--- src/rtl/sensor_accum_param.sv ---
// Debounced pushbutton steps an accumulator by the index of the highest active sensor,
// with wrap/saturate overflow handling, a sticky range flag and a hysteresis motor FSM.
module sensor_accum_param #(
    parameter int N_SENS   = 8,
    parameter int ACC_W    = 4,
    parameter int DEB_CYC  = 4,
    parameter int SAT_MODE = 0,
    parameter int THR_ON   = 8,
    parameter int THR_OFF  = 3
) (
    input  logic                      clk,
    input  logic                      reset,
    input  logic                      enable,
    input  logic                      clear,
    input  logic                      sub,
    input  logic [N_SENS-1:0]         sensores,
    output logic [$clog2(N_SENS)-1:0] cod_out,
    output logic                      valid_out,
    output logic [ACC_W-1:0]          acc_out,
    output logic                      range_err,
    output logic [6:0]                segmentos,
    output logic [3:0]                leds,
    output logic                      motor_on
);

    localparam int CW  = $clog2(N_SENS);
    localparam int DCW = $clog2(DEB_CYC + 1);

    typedef enum logic [1:0] {IDLE, RUN, FAULT} state_t;

    logic           s1_q, s2_q;
    logic           deb_q, deb_d;
    logic [DCW-1:0] cnt_q, cnt_d;
    logic           step;
    logic [ACC_W-1:0] acc_q, acc_d;
    logic           err_q, err_d;
    state_t         state_q, state_d;
    logic [CW-1:0]  cod;
    logic [3:0]     nib;

    // Returns {overflow, result}; overflow is carry-out on add or borrow on subtract.
    function automatic logic [ACC_W:0] acc_step(input logic [ACC_W-1:0] acc,
                                                 input logic [ACC_W-1:0] delta,
                                                 input logic             do_sub);
        logic [ACC_W:0]   ext;
        logic [ACC_W-1:0] res;
        if (do_sub) ext = {1'b0, acc} - {1'b0, delta};
        else        ext = {1'b0, acc} + {1'b0, delta};
        res = ext[ACC_W-1:0];
        if (ext[ACC_W] && (SAT_MODE != 0)) res = do_sub ? '0 : '1;
        return {ext[ACC_W], res};
    endfunction

    function automatic logic [6:0] seg7(input logic [3:0] v);
        logic [6:0] on;
        case (v)
            4'h0: on = 7'h3F;  4'h1: on = 7'h06;  4'h2: on = 7'h5B;  4'h3: on = 7'h4F;
            4'h4: on = 7'h66;  4'h5: on = 7'h6D;  4'h6: on = 7'h7D;  4'h7: on = 7'h07;
            4'h8: on = 7'h7F;  4'h9: on = 7'h6F;  4'hA: on = 7'h77;  4'hB: on = 7'h7C;
            4'hC: on = 7'h39;  4'hD: on = 7'h5E;  4'hE: on = 7'h79;  default: on = 7'h71;
        endcase
        return ~on;
    endfunction

    always_comb begin
        cod = '0;
        for (int i = 0; i < N_SENS; i++) begin
            if (sensores[i]) cod = CW'(i);
        end
    end

    assign cod_out   = cod;
    assign valid_out = |sensores;

    // Step fires on the same edge the debounced level rises.
    always_comb begin
        deb_d = deb_q;
        cnt_d = '0;
        step  = 1'b0;
        if (s2_q != deb_q) begin
            if (cnt_q == DCW'(DEB_CYC - 1)) begin
                deb_d = s2_q;
                step  = s2_q;
            end else begin
                cnt_d = cnt_q + DCW'(1);
            end
        end
    end

    always_comb begin
        logic [ACC_W:0] nxt;
        acc_d = acc_q;
        err_d = err_q;
        nxt   = acc_step(acc_q, ACC_W'(cod), sub);
        if (clear) begin
            acc_d = '0;
            err_d = 1'b0;
        end else if (step && valid_out) begin
            acc_d = nxt[ACC_W-1:0];
            err_d = err_q | nxt[ACC_W];
        end
    end

    always_comb begin
        state_d = state_q;
        case (state_q)
            IDLE:    if (acc_q >= ACC_W'(THR_ON))  state_d = RUN;
            RUN:     if (acc_q <= ACC_W'(THR_OFF)) state_d = IDLE;
            default: state_d = FAULT;
        endcase
        if (err_q) state_d = FAULT;
        if (clear) state_d = IDLE;
    end

    always_ff @(posedge clk or posedge reset) begin
        if (reset) begin
            s1_q    <= 1'b0;
            s2_q    <= 1'b0;
            deb_q   <= 1'b0;
            cnt_q   <= '0;
            acc_q   <= '0;
            err_q   <= 1'b0;
            state_q <= IDLE;
        end else begin
            s1_q    <= enable;
            s2_q    <= s1_q;
            deb_q   <= deb_d;
            cnt_q   <= cnt_d;
            acc_q   <= acc_d;
            err_q   <= err_d;
            state_q <= state_d;
        end
    end

    assign acc_out   = acc_q;
    assign range_err = err_q;
    assign motor_on  = (state_q == RUN);

    generate
        if (ACC_W >= 4) begin : g_nib_full
            assign nib = acc_q[3:0];
        end else begin : g_nib_ext
            assign nib = 4'(acc_q);
        end
        for (genvar i = 0; i < 4; i++) begin : g_led
            if (i < ACC_W) begin : g_on
                assign leds[i] = acc_q[i];
            end else begin : g_off
                assign leds[i] = 1'b0;
            end
        end
    endgenerate

    assign segmentos = seg7(nib);

endmodule

--- config.mk ---
export PLATFORM = sky130hd
export DESIGN_NAME = sensor_accum_param
export DESIGN_NICKNAME = d
export VERILOG_FILES = /design/src/rtl/sensor_accum_param.sv
export SDC_FILE = /design/constraint.sdc
export NUM_CORES = 1
export LEC_CHECK = 0
export BUFFER_PORTS_ARGS = -buffer_cell sky130_fd_sc_hd__buf_4
export CAP_MARGIN = 20
export CORE_MARGIN = 2
export CORE_UTILIZATION = 40
export CTS_CLUSTER_DIAMETER = 80
export DETAILED_ROUTE_END_ITERATION = 6
export PLACE_DENSITY_LB_ADDON = 0.05
export SKIP_CTS_REPAIR_TIMING = 1
export SLEW_MARGIN = 20
export SYNTH_ARGS = -nofsm -noshare
export SYNTH_HDL_FRONTEND = slang
export SYNTH_SLANG_ARGS = --single-unit
--- constraint.sdc ---
create_clock -name clk -period 2.4 [get_ports clk]
set_input_delay 0.12 -clock clk [delete_from_list [all_inputs] [get_ports clk]]
set_output_delay 0.12 -clock clk [all_outputs]
set_load 0.02 [all_outputs]
# Yosys cells after proc, flatten, opt, wreduce, memory -nomap -nowiden

Memory sizes are Yosys's and may differ from the RTL's.
Index checks and enable logic that the tools add are counted.
Widths: inputs -> output; s select.

Flip-flop bits (word level): 13
Latch bits: 0
RAM bits: 0
Bits in read-only memories: 112
Word-level logic and storage cells: 47
Memories: 1

Memories:

| memory           | depth | bits a word | rd ports | clocked after memory_dff | wr ports | RTL line | source |
|---|---|---|---|---|---|---|---|
| (name not given) | 16    | 7           | 1        | 0                        | 0        | 56       | `case (v)` |

Add/subtract/negate cells: 3
Multiply operators: 0
Div/mod/pow operators: 0
Magnitude comparators: 2
Equal/unequal tests: 5
Shift operators: 0
Muxes and demuxes: 21
Bitwise logic cells: 2
Reduce and logical (&&, ||, !) cells: 6

Operators by type and width:

| operator            | number |
|---|---|
| $mux 3              | 8 |
| $mux 2              | 4 |
| $mux 4              | 2 |
| $reduce_or 8->1     | 1 |
| $not 7->7           | 1 |
| $add 4x3->5         | 1 |
| $mux 1              | 5 |
| $mux 5              | 1 |
| $sub 4x3->5         | 1 |
| $ge 4x4->1 const B  | 1 |
| $le 4x2->1 const B  | 1 |
| $ne 4x2->1 const B  | 1 |
| $ne 4x4->1 const B  | 1 |
| $pmux 2 s2          | 1 |
| $reduce_and 2->1    | 2 |
| $add 3x1->3 const B | 1 |
| $eq 3x2->1 const B  | 1 |
| $eq 2x1->1 const B  | 1 |
| $logic_not 2->1     | 1 |
| $reduce_bool 2->1   | 1 |
| $logic_and 1x1->1   | 1 |
| $ne 1x1->1          | 1 |
| $or 1x1->1          | 1 |

# Logic depth before layout (Yosys ltp)

Gate-level depths: netlist (run 1).

Word-level depth: 12
Mapped depth: 13
Mapped depth without buffers: 13

# Worst setup path after synthesis (run 1)

OpenSTA, ideal clock, no wires.

Path type: input to register
Start: input port sensores[2]
End: register err_q, in the netlist range_err
Setup time: 122 ps
Data arrival time: 2017 ps
Required time: 2278 ps
Slack: 260 ps
Cell stages on the path: 13
Path buffers: 0
Path through: nand2b_1 -> a21oi_1 -> nor2_1 -> o21ba_2 -> ha_1 -> nor2_1 -> a21o_1 -> inv_1 -> fa_1 -> nand2b_1 -> a21oi_1 -> xor2_1 -> o2bb2ai_1

Cells in the longest elaborated chain, start to end: 11
Elaborated cells on any way between the ends: 15
Classes of those cells: add/sub: 2; mux: 9; bitwise: 1; reduce/logical: 3

RTL lines:

| item                                              | RTL line | source |
|---|---|---|
| from (decl)                                       | 16       | `input logic [N_SENS-1:0] sensores,` |
| $mux 3 (6 in a row)                               | 68       | `if (sensores[i]) cod = CW'(i);` |
| $add 4x3->5 / $sub 4x3->5 (equally long branches) | 48, 47   |  |
| $mux 5                                            | 47       | `if (do_sub) ext = {1'b0, acc} - {1'b0, delta};` |
| $or 1x1->1                                        | 100      | `err_d = err_q \| nxt[ACC_W];` |
| $mux 1                                            | 98       | `end else if (step && valid_out) begin` |
| $mux 1                                            | 95       | `if (clear) begin` |
| to (signal assigned)                              | 130      | `err_q <= err_d;` |
| to (decl)                                         | 36       | `logic err_q, err_d;` |

Parallel ways exist; a longest one is shown, timed or not. The select of a mux whose other input is x is not followed.
A chain may end at the register's enable or synchronous reset.

# Worst setup path after layout (run 1)

Ends and elaborated chain as after synthesis.

==> results.md, run 1 <==
- Outcome: completed
- Fraction of layout instances using a drive strength above 1: between 30 and 40%
- Antenna-violating nets left: 0
- Number of placed instances with taps included: 177
- Initial detailed-routing violation count: 15
- Total number of nets in the final design: ~180
- Largest clock skew in the final design: roughly 0.0054 ns
- Worst min-delay path startpoint: clear
- Summed negative setup slack over all endpoints: 0 ns
- Global-route wire length before repair: 3460 um
- H-tree level count: 1
- Slew at the pin closest to its max-slew limit: about 0.47 ns
- Buffers from clock root to sink, at most: 2
- Arrival @ worst endpoint: around 2.3 ns
- Number of clock sinks: 13
- Worst min-delay path class: primary input to flip-flop
- Max Clock Freq: 472 MHz
- Highest ir drop seen on vdd: roughly 0.28 mV
- CP Capture Type: flip-flop
- Share of the yosys chip area belonging to registers: approximately a third
- Kind of start point of the critical path: primary input
- Clock tree from TritonCTS: built
- Final weighted congestion in routability-driven placement: 0.719
- Syn-to-layout area delta: 31.6%
- Combinational Power Share: approximately two fifths
- Launch point of the worst path: sensores[2]
- Crit share post-route: 88.3%
- Power density over cell area: just under 500 mW/mm2
- YS warnings: 0
- Number of synthesized flops with an enable pin: 0
- Number of iterations in the first detailed-routing pass: 4
- Detailed placement HPWL: approximately 1800 um
- Wirelength per Cell: approximately 12 um
- Mean instance size in the synthesized netlist: slightly below 9 um2
- Overall routing resource usage: between 15 and 20%
- DIE WIDTH: 54.9 um
- Die Outline Area: 0.00302 mm2
- Count of buffering cells on the critical path with inverters included: 2
- Distinct cells, synth: 33
- Worst skew pair latency: about 0.27 ns
- Mapped cell area: ~0.0010 mm2
- Floorplan core area: roughly 0.0025 mm2
- Number of rows created at floorplan: 18
- Worst slew slack as a fraction of its limit: between 60 and 70%
- Pre-CTS setup slack: around 0.018 ns
- Library cell used as clock root buffer: clkbuf_4
- Net switching share of the total power: 33.9%
- Unrepaired setup endpoints after global routing: false
- Final wirelength: 2160 um
- Cell leakage power: between 0.6 and 0.7 nW
- Minimum clock period after layout: 2.12 ns
- Count of pins over their slew limit: 0
- Post-synth net total: 141
- Number of vias in the routed layout: between 900 and 1000
- Net switching power figure: 0.226 mW
- Vias in the first global route: roughly 790
- Top Family by Delay on Critical Path: compound AO/OA/AOI/OAI gates
- Number of setup violations in the final report: 0
- Pin count of the biggest net entering global routing: 19
- Share of total power in sequential cells: slightly above 40%
- Biggest cell delay along the critical path: ~0.42 ns
- Post-route setup slack: roughly 0.28 ns
- Seq cells post-synth: 13
- Io pins: 34
- Clock slew at reported path FFs: 0.07 ns
- Number of max-cap violations: 0
- Internal Power: between 0.4 and 0.5 mW
- Chip height: between 50 and 60 um
- R2r startpoint: acc_out[0]
- Fill cells: 252
- Port Buffer Count: 33
- Number of instances in the synthesized netlist: 116
- Largest fanout of any net on the critical path: 3
- Final Hold Viols: 0
- Utilization after layout: a little under three fifths
- Number of diodes added for antenna fixing: 0
- Initial antenna violation count: 0
- Critical Path RT: between 2 and 3 ns
- Crit path max-delay cell type: fa_1
- Startpoint-to-endpoint class of the critical path: primary input to flip-flop
- Post-route DRC: 0
- Fraction of power consumed by the clock network: about a fifth
- Post-synthesis async set-or-reset flop share: 100%
- Commonest register cell after synthesis: dfrtp_1
- Final cell count without fillers: between 150 and 200
- Number of CTS-inserted buffers: 3
- Cell Chain, Critical Path: buf_4 -> nand2b_1 -> a21oi_1 -> nor2_1 -> o21ba_2 -> ha_1 -> nor2_1 -> a21o_1 -> inv_1 -> fa_1 -> nand2b_1 -> a21oi_1 -> xor2_1 -> o2bb2ai_1
- Vias per cell: 5.04
- Initial standard-cell utilization of the core: 41.9%
- GRT Residual Overflow: 0
-- area by class of cell --
class	instances	area [um2]	area share, %
clock buffers	4	26.3	1.92
inverters	8	30.0	2.20
multi-input cells	88	641	46.9
flip-flops and latches	13	325	23.8
well taps	30	37.5	2.75
repair buffers	40	305	22.4
-- placed cells by master (no fill, tap or decap), types with 3 or more instances in the layout --
| master | n |
|---|---|
| dfrtp_1 | 13 |
| clkbuf_4 | 3 |
| inv_1 | 8 |
| a21oi_1 | 9 |
| mux2i_1 | 4 |
| nand2_1 | 9 |
| nor2_1 | 14 |
| o21ai_0 | 5 |
| nor3b_1 | 3 |
| ha_1 | 11 |
| nand2b_1 | 3 |
| nor3_1 | 3 |
| xnor2_1 | 3 |
| buf_4 | 38 |
| nor2b_1 | 5 |
-- cell families (layout without fill, tap and decap cells) --
group / after synthesis / count (layout) / share of synthesized area [%]
xor+xnor: 4 / 4 / 3.38
compound gates: 25 / 25 / 16.4
flops: 13 / 13 / 31.4
mux: 5 / 5 / 4.95
buf+inv: 15 / 52 / 6.88
simple gates: 42 / 42 / 21.8
fa+ha+maj: 12 / 12 / 15.2
-- worst register-to-register path, cell delays in order (launching register included) --
cell and delay (ns):
dfrtp_1 0.48, inv_1 0.14, ha_1 0.24, fa_1 0.40, nand2b_1 0.16, a21oi_1 0.16
xor2_1 0.18, o2bb2ai_1 0.09
-- synth_stat cells, types with 2 or more instances --
library cell	number	area [um2]
a21oi_1	9	45.0
nor2_1	14	52.6
nand2b_1	3	18.8
xnor2_1	3	26.3
clkbuf_1	3	11.3
mux2i_1	4	40.0
nor3b_1	3	22.5
a21o_1	2	15.0
inv_1	8	30.0
buf_4	4	30.0
ha_1	11	138
nor2b_1	5	31.3
o21ai_0	5	25.0
dfrtp_1	13	325
nand2_1	9	33.8
nor3_1	3	15.0
-- through the flow --
step | hold WS (ns) | power [mW] | cell area (um2)
2_1_floorplan | -0.00304 | 0.447 | 1040
3_3_place_gp | 0.166 | 0.533 | 1320
3_5_place_dp | 0.173 | 0.541 | 1320
4_1_cts | -0.134 | 0.678 | 1350
5_1_grt | 0.0155 | 0.725 | 1370
6_report | 0.0423 | 0.668 | 1370
-- registers in the layout (all words and copies together), names as in the netlist --
signal / count
acc_out: 4
cnt_q: 3
state_q: 2
deb_q: 1
range_err: 1
s1_q: 1
s2_q: 1
-- final timing paths --
check,endpoint,slack [ns],depth (start not counted)
max,range_err,0.28,14
min,state_q[1],0.04,2
max reg2reg,range_err,0.45,7
min reg2reg,s2_q,0.36,0
max in group asynchronous,acc_out[2],1.66,3
min in group asynchronous,acc_out[3],0.41,3
-- per-layer routing --
layer	up-vias	routed length, um	GRT usage, %	share of wire, %
met4	0	19	6.10	0.88
met1	430	1030	22.7	48
met2	20	1020	24.4	47
li1	471	-	-	-
met5	-	0	0	0
met3	2	80	1.61	3.7
-- power by group through the flow --
stage / registers (mW) / logic (mW) / clock network [mW]
4_1_cts: 0.272 / 0.266 / 0.141
3_3_place_gp: 0.274 / 0.259 / 0
6_report: 0.271 / 0.265 / 0.131
5_1_grt: 0.276 / 0.295 / 0.153
3_5_place_dp: 0.275 / 0.265 / 0
2_1_floorplan: 0.276 / 0.172 / 0
No activity file was read; power rests on OpenSTA's default activity.
==> run 2, diff against run 1 <==
--- a/config.mk
+++ b/config.mk
@@ -5,6 +5,7 @@
 export SDC_FILE = /design/constraint.sdc
 export NUM_CORES = 1
 export LEC_CHECK = 0
+export ABC_AREA = 1
 export BUFFER_PORTS_ARGS = -buffer_cell sky130_fd_sc_hd__buf_4
 export CAP_MARGIN = 20
 export CORE_MARGIN = 2
==> results.md, run 2 <==
- Vias in the first global route: between 1000 and 1500
- Initial antenna violation count: 0
- Sequential standard cell area: 325 um2
- Outcome: completed
- Highest ir drop seen on vdd: roughly 0.53 mV
- Startpoint-to-endpoint class of the critical path: primary input to flip-flop
- Worst min-delay path class: primary input to flip-flop
- Slew at the pin closest to its max-slew limit: a little over 0.5 ns
- Total number of nets in the final design: around 210
- Crit share post-route: between 80% and 90%
- Commonest register cell after synthesis: dfrtp_1
- Cell leakage power: between 0.8 and 0.9 nW
- Pin count of the biggest net entering global routing: 14
- Post-synthesis cell type with the largest combined area: dfrtp_1
- Share of the synthesized area in the top cell type: between 20% and 30%
- Seq cells post-synth: 13
- CP Capture Type: flip-flop
- Detailed placement HPWL: between 1500 and 2000 um
- Number of diodes added for antenna fixing: 0
- Vias per cell: 4.98
- Number of iterations in the first detailed-routing pass: 4
- Number of setup violations in the final report: 0
- Post-synth net total: about 170
- Share of the yosys chip area belonging to registers: between 20 and 30%
- Library cell used as clock root buffer: clkbuf_4
- Global-route wire length before repair: between 4000 and 5000 um
- Fill cells: 271
- Kind of start point of the critical path: primary input
- Wirelength per Cell: between 10 and 15 um
- Number of clock sinks: 13
- Pre-CTS setup slack: roughly 0.088 ns
- Minimum clock period after layout: between 2 and 2.5 ns
- Worst skew pair latency: ~0.27 ns
- Chip height: 57.4 um
- Summed negative setup slack over all endpoints: 0 ns
- Critical Path RT: between 2 and 3 ns
- Unrepaired setup endpoints after global routing: false
- Arrival @ worst endpoint: roughly 2.2 ns
- Die Outline Area: 0.00329 mm2
- Leading cell type in the layout, fill and taps excluded: buf_4
- Distinct cells, synth: 30
- Io pins: 34
- Cell Chain, Critical Path: buf_4 -> nor2_1 -> o21bai_1 -> nand2_1 -> nand2_1 -> nand2_1 -> inv_1 -> ha_1 -> or2_2 -> o21ai_2 -> inv_2 -> fa_1 -> inv_1 -> nand3_1 -> nand3_1 -> nand3_1 -> nand3_1 -> nand2_1
- GRT Residual Overflow: 0
- Number of max-cap violations: 0
- Final cell count without fillers: between 200 and 250
- Biggest cell delay along the critical path: roughly 0.42 ns
- Post-route setup slack: approximately 0.38 ns
- Post-synthesis async set-or-reset flop share: 100%
- Final weighted congestion in routability-driven placement: between 0.7 and 0.8
- Mapped cell area: 0.00114 mm2
- Syn-to-layout area delta: 27.2%
- Post-route DRC: 0
- Number of rows created at floorplan: 19
- Most numerous cell types in the synthesized netlist: inv_1, nand2_1, nand3_1
- Power density over cell area: between 400 and 500 mW/mm2
- YS warnings: 0
- Floorplan core area: around 0.0027 mm2
- Overall routing resource usage: around 16%
- Number of synthesized flops with an enable pin: 0
- Largest clock skew in the final design: 0.00247 ns
- Fraction of layout instances using a drive strength above 1: between 20% and 30%
- Clock slew at reported path FFs: 0.08 ns
- Clock tree from TritonCTS: built
- Initial standard-cell utilization of the core: 41.7%
- Final wirelength: ~2300 um
- Number of instances in the synthesized netlist: between 100 and 150
- Number of placed instances with taps included: approximately 210
- Number of flip-flops under the largest register name: 4
- Number of vias in the routed layout: ~1100
- Port Buffer Count: 33
- Count of pins over their slew limit: 0
- Most area-consuming cells after synthesis: dfrtp_1, ha_1, nand3_1
- Area of combinational cells with multiple inputs: around 670 um2
- Top library cells by usage in the layout, fill and taps aside: buf_4, inv_1, nand2_1
- Final Hold Viols: 0
- Initial detailed-routing violation count: 61
- Worst slew slack as a fraction of its limit: approximately two thirds
- Antenna-violating nets left: 0
- Count leader, synth: inv_1
- Mean instance size in the synthesized netlist: about 7.7 um2
- Crit path max-delay cell type: fa_1
- Largest fanout of any net on the critical path: 3
- H-tree level count: 1
- Buffers from clock root to sink, at most: 2
- DIE WIDTH: between 50 and 60 um
- Max Clock Freq: just under 500 MHz
- Number of CTS-inserted buffers: 3
## run 2: cells by family after synthesis
group	Yosys count	share of synthesized area (%)
compound gates	18	10.2
buf+inv	33	12.4
flops	13	28.5
xor+xnor	2	1.54
fa+ha+maj	12	13.8
simple gates	70	33.5
## run 2: cell type report
cell class	count	share of cell area, %
Clock buffer	4	1.81
Multi-Input combinational cell	102	46.4
Tap cell	31	2.67
Timing Repair Buffer	37	19.7
Inverter	27	6.99
Sequential cell	13	22.4
## run 2: final timing paths
check / from / end / slack (ns) / depth (start not counted)
setup / recovery: sensores[2] / range_err / 0.38 / 18
hold / removal: sub / range_err / 0.26 / 6
setup reg to reg: acc_out[0] / range_err / 0.64 / 9
hold reg to reg: s1_q / s2_q / 0.36 / 0
max in group asynchronous: reset / deb_q / 1.63 / 3
min in group asynchronous: reset / state_q[1] / 0.43 / 3
## run 2: report_power, final
group	internal [mW]	total, mW	leakage [nW]	switching, mW
clock network	0.0644	0.134	0.0150	0.0693
registers	0.248	0.274	0.173	0.0252
logic	0.124	0.284	0.618	0.161
total	0.436	0.691	0.807	0.255
## run 2: layer usage
layer / share of wire [%] / GRT usage [%] / wire (um)
met1: 42 / 18.0 / 968
met2: 52 / 28.9 / 1180
met3: 5.4 / 3.85 / 124
met4: 0.52 / 3.32 / 12
met5: 0 / 0 / 0
## run 2: metrics by stage
step | util [%] | area [um2] | hold WS [ns] | total power, mW
after detailed placement | 51.0 | 1390 | 0.196 | 0.563
after global routing | 53.0 | 1450 | 0.312 | 0.754
after CTS | 51.9 | 1420 | -0.105 | 0.700
final | 53.0 | 1450 | 0.256 | 0.691
after floorplan | - | 1140 | -0.00304 | 0.473
after global placement | 51.0 | 1390 | 0.170 | 0.556
## run 2: critical path, delay by kind of cell
family                   cells  cell delay, ns
AO/OA/AOI/OAI                2            0.15
buffers and inverters        4            0.28
adder cells (fa/ha/maj)      2            0.67
AND/OR/NAND/NOR             10            0.96
